$ cat src/rtl/beep_rate_pkg.sv
// Shared constants, channel state type and half-period helper for the
// multi-channel beep-rate generator.
package beep_rate_pkg;

    localparam int RATE_SEL_W = 2;

    typedef enum logic {
        IDLE = 1'b0,
        RUN  = 1'b1
    } ch_state_t;

    // A zero rate yields 0 so the HALF>=2 elaboration check catches it.
    function automatic int half_period(input int clk_hz, input int rate_hz);
        if (rate_hz <= 0) begin
            return 0;
        end
        return clk_hz / (2 * rate_hz);
    endfunction

    function automatic int max_of4(input int a, input int b, input int c, input int d);
        int m;
        m = a;
        if (b > m) m = b;
        if (c > m) m = c;
        if (d > m) m = d;
        return m;
    endfunction

endpackage

$ cat src/rtl/beep_rate_ch.sv
// One beep channel: IDLE/RUN FSM, half-period counter and a rate-select
// latch that only reloads on whole-period boundaries.
module beep_rate_ch
    import beep_rate_pkg::*;
#(
    parameter int CNT_W = 8,
    parameter int HALF0 = 250,
    parameter int HALF1 = 166,
    parameter int HALF2 = 125,
    parameter int HALF3 = 50
) (
    input  logic                  clk,
    input  logic                  rst_n,
    input  logic                  en,
    input  logic                  resync,
    input  logic [RATE_SEL_W-1:0] sel,
    output logic                  wave,
    output logic                  tick,
    output logic                  active
);

    localparam logic [CNT_W-1:0] TERM0 = CNT_W'(HALF0 - 1);
    localparam logic [CNT_W-1:0] TERM1 = CNT_W'(HALF1 - 1);
    localparam logic [CNT_W-1:0] TERM2 = CNT_W'(HALF2 - 1);
    localparam logic [CNT_W-1:0] TERM3 = CNT_W'(HALF3 - 1);

    ch_state_t             state_q, state_d;
    logic [CNT_W-1:0]      cnt_q, cnt_d;
    logic                  wave_q, wave_d;
    logic                  tick_q, tick_d;
    logic [RATE_SEL_W-1:0] sel_q, sel_d;
    logic [CNT_W-1:0]      term;

    always_comb begin
        case (sel_q)
            2'd0:    term = TERM0;
            2'd1:    term = TERM1;
            2'd2:    term = TERM2;
            default: term = TERM3;
        endcase
    end

    // Priority: disable, then (re)start on enable or resync, then counting.
    always_comb begin
        state_d = state_q;
        cnt_d   = cnt_q;
        wave_d  = wave_q;
        tick_d  = 1'b0;
        sel_d   = sel_q;
        if (!en) begin
            state_d = IDLE;
            cnt_d   = '0;
            wave_d  = 1'b0;
        end else if (state_q == IDLE || resync) begin
            state_d = RUN;
            cnt_d   = '0;
            wave_d  = 1'b1;
            tick_d  = 1'b1;
            sel_d   = sel;
        end else if (cnt_q == term) begin
            cnt_d  = '0;
            wave_d = ~wave_q;
            if (!wave_q) begin
                tick_d = 1'b1;
                sel_d  = sel;
            end
        end else begin
            cnt_d = cnt_q + CNT_W'(1);
        end
    end

    always_ff @(posedge clk) begin
        if (!rst_n) begin
            state_q <= IDLE;
            cnt_q   <= '0;
            wave_q  <= 1'b0;
            tick_q  <= 1'b0;
            sel_q   <= '0;
        end else begin
            state_q <= state_d;
            cnt_q   <= cnt_d;
            wave_q  <= wave_d;
            tick_q  <= tick_d;
            sel_q   <= sel_d;
        end
    end

    assign wave   = wave_q;
    assign tick   = tick_q;
    assign active = (state_q == RUN);

endmodule

$ cat src/rtl/beep_rate_gen.sv
// Multi-channel beep-rate generator: independent per-channel square wave
// and tick at one of four rates, with a global in-phase resync.
module beep_rate_gen
    import beep_rate_pkg::*;
#(
    parameter int CLK_HZ   = 50_000_000,
    parameter int NUM_CH   = 4,
    parameter int RATE0_HZ = 2,
    parameter int RATE1_HZ = 3,
    parameter int RATE2_HZ = 4,
    parameter int RATE3_HZ = 10
) (
    input  logic                         clk,
    input  logic                         rst_n,
    input  logic [NUM_CH-1:0]            ch_en,
    input  logic [RATE_SEL_W*NUM_CH-1:0] ch_sel,
    input  logic                         resync,
    output logic [NUM_CH-1:0]            wave,
    output logic [NUM_CH-1:0]            tick,
    output logic [NUM_CH-1:0]            active
);

    localparam int HALF0    = half_period(CLK_HZ, RATE0_HZ);
    localparam int HALF1    = half_period(CLK_HZ, RATE1_HZ);
    localparam int HALF2    = half_period(CLK_HZ, RATE2_HZ);
    localparam int HALF3    = half_period(CLK_HZ, RATE3_HZ);
    localparam int HALF_MAX = max_of4(HALF0, HALF1, HALF2, HALF3);
    localparam int CNT_W    = $clog2(HALF_MAX);

    if (NUM_CH < 1 || NUM_CH > 16) begin : g_bad_num_ch
        $error("beep_rate_gen: NUM_CH must be 1..16");
    end

    if (HALF0 < 2 || HALF1 < 2 || HALF2 < 2 || HALF3 < 2) begin : g_bad_half
        $error("beep_rate_gen: every half period must be at least 2 clocks");
    end

    for (genvar i = 0; i < NUM_CH; i++) begin : g_ch
        beep_rate_ch #(
            .CNT_W (CNT_W),
            .HALF0 (HALF0),
            .HALF1 (HALF1),
            .HALF2 (HALF2),
            .HALF3 (HALF3)
        ) u_ch (
            .clk    (clk),
            .rst_n  (rst_n),
            .en     (ch_en[i]),
            .resync (resync),
            .sel    (ch_sel[RATE_SEL_W*i +: RATE_SEL_W]),
            .wave   (wave[i]),
            .tick   (tick[i]),
            .active (active[i])
        );
    end

endmodule
$ cat config.mk
export PLATFORM = sky130hd
export DESIGN_NAME = beep_rate_gen
export DESIGN_NICKNAME = d
export VERILOG_FILES = /design/src/rtl/beep_rate_pkg.sv /design/src/rtl/beep_rate_ch.sv /design/src/rtl/beep_rate_gen.sv
export SDC_FILE = /design/constraint.sdc
export NUM_CORES = 1
export LEC_CHECK = 0
export ABC_AREA = 0
export CORE_ASPECT_RATIO = 0.8
export CORE_MARGIN = 4
export CORE_UTILIZATION = 60
export CTS_CLUSTER_DIAMETER = 60
export DETAILED_ROUTE_END_ITERATION = 10
export PLACE_DENSITY = 0.86
export SLEW_MARGIN = 20
export SYNTH_ARGS = -nofsm -noshare
export SYNTH_HDL_FRONTEND = slang
export SYNTH_SLANG_ARGS = --single-unit
$ cat constraint.sdc
create_clock -name clk -period 3.2 [get_ports clk]
set_input_delay 0.32 -clock clk [delete_from_list [all_inputs] [get_ports clk]]
set_output_delay 0.32 -clock clk [all_outputs]
set_load 0.01 [all_outputs]
== After elaboration in Yosys (flattened, before gate mapping) ==
Index checks and enable logic that the tools add are counted.
Storage, ports and cells
  bits in registers: 116
  output and inout bits: 12
Cells by class
  $add $sub $neg: 4
  equality and inequality tests: 16
  multiplexer cells: 36
  bitwise gates (word level): 13
  reductions and logical operators: 24
Operators by type and width (count)
  $pmux 24 s3: 4
  $add 24x1->24 const B: 4
  $eq 24x24->1: 4
  $mux 2: 12
  $mux 1: 20
  $reduce_or 4->1: 4
  $not 1->1: 13
  $reduce_and 3->1: 4
  $eq 2x1->1 const B: 4
  $eq 2x2->1 const B: 4
  $logic_not 2->1: 4
  $ne 2x2->1 const B: 4
  $reduce_and 2->1: 4
  $reduce_bool 2->1: 4
  $logic_or 1x1->1: 4

== Longest topological paths before layout ==
  word-level depth: 5
  depth in mapped cells: 9

== Cells and area by module ==
Synthesis repeated with hierarchy kept, for this count alone.
Unflattened totals
  cells, all modules: 680
  area, all modules: 6040.8 µm²
By module, submodules not included
  beep_rate_ch (g_ch[0].u_ch ...): times used 3, cells each 172, area an instance 1535.2 µm², seq. area each 580.6 µm²
  beep_rate_ch (g_ch[3].u_ch): times used 1, cells each 164, area an instance 1435.1 µm², seq. area each 580.6 µm²

== Least setup slack after synthesis ==
No wires, ideal clock.
  kind: reg2reg
  start: register g_ch[3].u_ch.sel_q[0]
  end: register g_ch[3].u_ch.cnt_q[17]
  arrival: 2304 ps
  data required time: 3085 ps
  slack: 782 ps
  stages on the path, launching flop included: 10
  period minus slack after synthesis: 2418 ps
  cell sequence: dfxtp_1 inv_1 ha_1 or3_1 a2111oi_2 nand4_1 nor4_2 nand3b_4 buf_6 nor2_1
On the way
  word-level cells in the longest chain between the ends: 4
Ends and longest elaborated chain
  start, declared: line beep_rate_ch.sv:31  | logic [RATE_SEL_W-1:0] sel_q, sel_d;
  start signal, assigned: line beep_rate_ch.sv:84  | sel_q <= sel_d;
  $eq 2x2->1, or another cell as far along: line beep_rate_ch.sv:35  | case (sel_q)
  $pmux 24 s3 *: line beep_rate_ch.sv:35
  $eq 24x24->1 *: line beep_rate_ch.sv:60  | end else if (cnt_q == term) begin
  $reduce_or 4->1 (no line) *
  end signal, assigned: line beep_rate_ch.sv:81  | cnt_q <= cnt_d;
  end, declared: line beep_rate_ch.sv:28  | logic [CNT_W-1:0] cnt_q, cnt_d;
Mark *: on every way between the ends. The rest lies on a longest branch, timed or not.
A chain may end at the register's enable or synchronous reset.

== Worst setup path in the final report ==
  start: register g_ch[0].u_ch.sel_q[0]
  end: register g_ch[0].u_ch.sel_q[0]
On the way
  word-level cells in the longest chain between the ends: 5
Ends and longest elaborated chain (line)
  start, declared: beep_rate_ch.sv:31
  start signal, assigned: beep_rate_ch.sv:84
  $eq 2x2->1, or another cell as far along: beep_rate_ch.sv:35
  $pmux 24 s3 *: beep_rate_ch.sv:35
  $eq 24x24->1 *: beep_rate_ch.sv:60
  $reduce_bool 2->1 (no line) *
  $reduce_and 3->1 (no line) *
Marks and branches as above.

==> qor.csv <==
stage,metric,value,unit
setup_path,critPathMaxStageDelay,0.75,ns
route,via_count,4856,
sta,finalSetupViolations,0,
floorplan,die_area,11330,µm²
route,drt-initial-drc-count,284,
setup_path,critical_path_arrival,2.96,ns
setup_path,critical_path.top_delay_family,simple AND/OR/NAND/NOR gates,
sta,min_period,2.653,ns
power_and_ir_drop,sw_frac_of_total,19.48,%
clock_tree,cts-resized-gates,0,
logic_synthesis,syn_area,5807,µm²
sta,max-slew-margin-rel,43.73,%
global_route,grt-ovfl-total,0,
power_and_ir_drop,vdd_drop_max,0.3729,mV
route,avgRoutedWirePerCell,15.27,µm
sta,finalCritPeriodShare,82.90,%
floorplan,initial_core_util,62.90,%
sta,hold_slack,0.4743,ns
hold_path,holdPathEnd,g_ch[1].u_ch.cnt_q[0],
clock_tree,cts_buffer_depth,2,
hold_path,min_delay_path_depth,1,
sta,rsz0062_at_grt,false,
sta,skew,0.009321,ns
final_layout,diodes,0,
global_route,grt_max_degree,25,
floorplan,rows,31,
setup_path,start_kind,register,
setup_path,rr_worst_depth,8,
clock_tree,cts_buffers,17,
route,dr.pass1.iters,5,
route,drc,0,
setup_path,criticalPathCategory,reg2reg,
power_and_ir_drop,power_switching,728.5,µW
logic_synthesis,synth_seq_area_share,39.99,%
setup_path,end_kind,register,
global_route,grt.busiest_layer,met2,
job,cap_violations,0,
power_and_ir_drop,power.leakage,0.002343,µW
global_route,globalRouteMet1Util,28.99,%
power_and_ir_drop,p_comb_share,4.0,%
logic_synthesis,syn_avg_cell_area,8.527,µm²
clock_tree,post_cts_buffers,0,
global_route,grt_pass1_vias,4699,
placement,io_buffers,26,
run_status,status,"finished, final reports clean",
placement,dp_hpwl,8.907,mm
logic_synthesis,yosys_warnings,0,
setup_path,timing.rr.end,g_ch[0].u_ch.sel_q[0],
hold_path,min_from,g_ch[1].u_ch.cnt_q[0],
power_and_ir_drop,power.total,3739,µW
final_layout,layout_common_cells,"nor2_1 (127), dfxtp_1 (116), xor2_1 (55), nand3_1 (54)",
clock_tree,path_clk_slew,0.05,ns
setup_path,cp_slowest_cell,nor4_1,
logic_synthesis,synth_edf_count,0,
power_and_ir_drop,clock_power_share,56.5,%
final_layout,drive_gt1_share,5.964,%
logic_synthesis,synth.distinct_cells,52,
setup_path,critical_path_required,3.50,ns
logic_synthesis,ys_ff_latch,116,
global_route,grt_pass1_wl,21.76,mm
power_and_ir_drop,seqPwrFrac,39.4,%
logic_synthesis,synth_nets,716,
sta,finalHoldViolations,0,
power_and_ir_drop,p_int,3011,µW
floorplan,die_w,118.0,µm
sta,postLayoutSetupSlackWorst,0.5471,ns
floorplan,io_pins,27,
floorplan,core,9231,µm²
setup_path,r2r_slack,0.55,ns
logic_synthesis,synthArstFlopShare,0,%
route,vias_per_cell,5.809,
setup_path,worstPathCellList,inv_1 > ha_1 > nand4bb_1 > o22ai_1 > o21ai_0 > nor4_1 > nand2_1 > a221o_1,
clock_tree,clock-sinks,116,
route,wl,12.77,mm
final_layout,final_nets,743,
final_layout,layout_commonest_cell,nor2_1,
clock_tree,htreeDepth,4,
global_route,grt.total_usage,23.74,%
clock_tree,cts_tree,built,
setup_path,worst-path-max-fanout,6,
logic_synthesis,synth_flop_cell,dfxtp_1,
power_and_ir_drop,power.density,552.5,nW/µm²
sta,fmax,376.9,MHz
clock_tree,cts_hold_buffers,0,
global_route,met3_usage,5.582,%
clock_tree,cts_root_buffer,clkbuf_16,
global_route,grtUsageMet2,41.27,%
floorplan,die_h,95.99,µm
route,drt.antenna.violating_nets,0,
hold_path,worst_hold_path_type,reg2reg,
sta,worst_pin_slew,0.8363,ns
setup_path,crit_buf_inv,1,
sta,drv_slew,0,
clock_tree,clk_latency,0.42,ns
placement,gp_congestion,0.9206,
final_layout,area_delta_synth_final,16.55,%
placement,placed_cell_area,6111,µm²
final_layout,stdcell_area,6768,µm²
sta,fin_setup_tns,0,ns
global_route,grt_antenna_before_repair,0,
setup_path,r2r-start,g_ch[0].u_ch.sel_q[0],
logic_synthesis,synthCells,681,
placement,dp_slack,0.5429,ns
power groups by stage:
stage,sequential [µW],combinational [µW],clock [µW]
after floorplan,1500,99.4,0
after global routing,1480,166,2200
after detailed placement,1500,148,0
final,1480,150,2110
after CTS,1470,150,2130
after global placement,1500,143,0
Yosys cell counts, types with 5 or more instances:
library cell	instances	share of area, %
nand4b_1	8	1.2
or3_1	5	0.54
nor2_1	127	8.2
and2_1	6	0.65
ha_1	20	4.3
buf_4	12	1.6
clkbuf_1	10	0.65
o21ai_0	11	0.95
xnor2_1	45	6.8
inv_1	21	1.4
nand2b_1	10	1.1
xor2_1	55	8.3
and3_1	16	1.7
nand2_1	45	2.9
and4_1	10	1.5
nand4_1	25	2.7
nand3_1	54	4.7
nor4_1	6	0.65
a21oi_1	8	0.69
dfxtp_1	116	40
nor3_1	9	0.78
nor2b_1	13	1.4
registers in the layout, indices dropped and copies added (netlist names):
name	cells
g_ch.u_ch.cnt_q	96
g_ch.u_ch.sel_q	8
g_ch.u_ch.active	4
g_ch.u_ch.tick	4
g_ch.u_ch.wave	4
metrics by stage:
stage | utilization (%) | std cells
after floorplan | - | 681
after global placement | 66.20 | 804
after detailed placement | 66.20 | 804
after CTS | 73.31 | 836
after global routing | 73.31 | 836
final | 73.31 | 836
cell families after synthesis:
group | Yosys count | share of synthesized area, %
xor+xnor | 100 | 15.08
buf+inv | 47 | 4.116
simple gates | 352 | 30.92
fa+ha+maj | 20 | 4.309
compound gates | 43 | 5.064
flops | 116 | 39.99
mux | 3 | 0.5172
worst max path at each step:
stage / from / end / slack [ns] / cells past startpoint
2_1_floorplan: g_ch[3].u_ch.sel_q[0] / g_ch[3].u_ch.cnt_q[17] / 0.78 / 9
3_3_place_gp: g_ch[3].u_ch.sel_q[0] / g_ch[3].u_ch.cnt_q[22] / 0.67 / 8
3_5_place_dp: g_ch[3].u_ch.sel_q[0] / g_ch[3].u_ch.cnt_q[19] / 0.54 / 8
4_1_cts: g_ch[3].u_ch.sel_q[0] / g_ch[3].u_ch.cnt_q[19] / 0.52 / 8
5_1_grt: g_ch[0].u_ch.sel_q[0] / g_ch[0].u_ch.sel_q[0] / 0.34 / 8
6_report: g_ch[0].u_ch.sel_q[0] / g_ch[0].u_ch.sel_q[0] / 0.55 / 8
area by class of cell:
class,instances,area [µm²]
sequential,116,2322
inverter,21,78.83
clock inverter,10,202.7
fill,677,2464
timing repair buffer,34,320.3
multi-input combinational,518,3246
tap,115,143.9
clock buffer,22,454.2
per-layer routing:
layer / share of wire [%] / vias to the layer above / wire length, µm
met4: 1.3 / 0 / 160
met1: 45 / 2356 / 5685
met5: 0 / - / 0
met2: 49 / 106 / 6312
li1: - / 2377 / -
met3: 4.8 / 17 / 610
No activity file was read; power rests on OpenSTA's default activity.
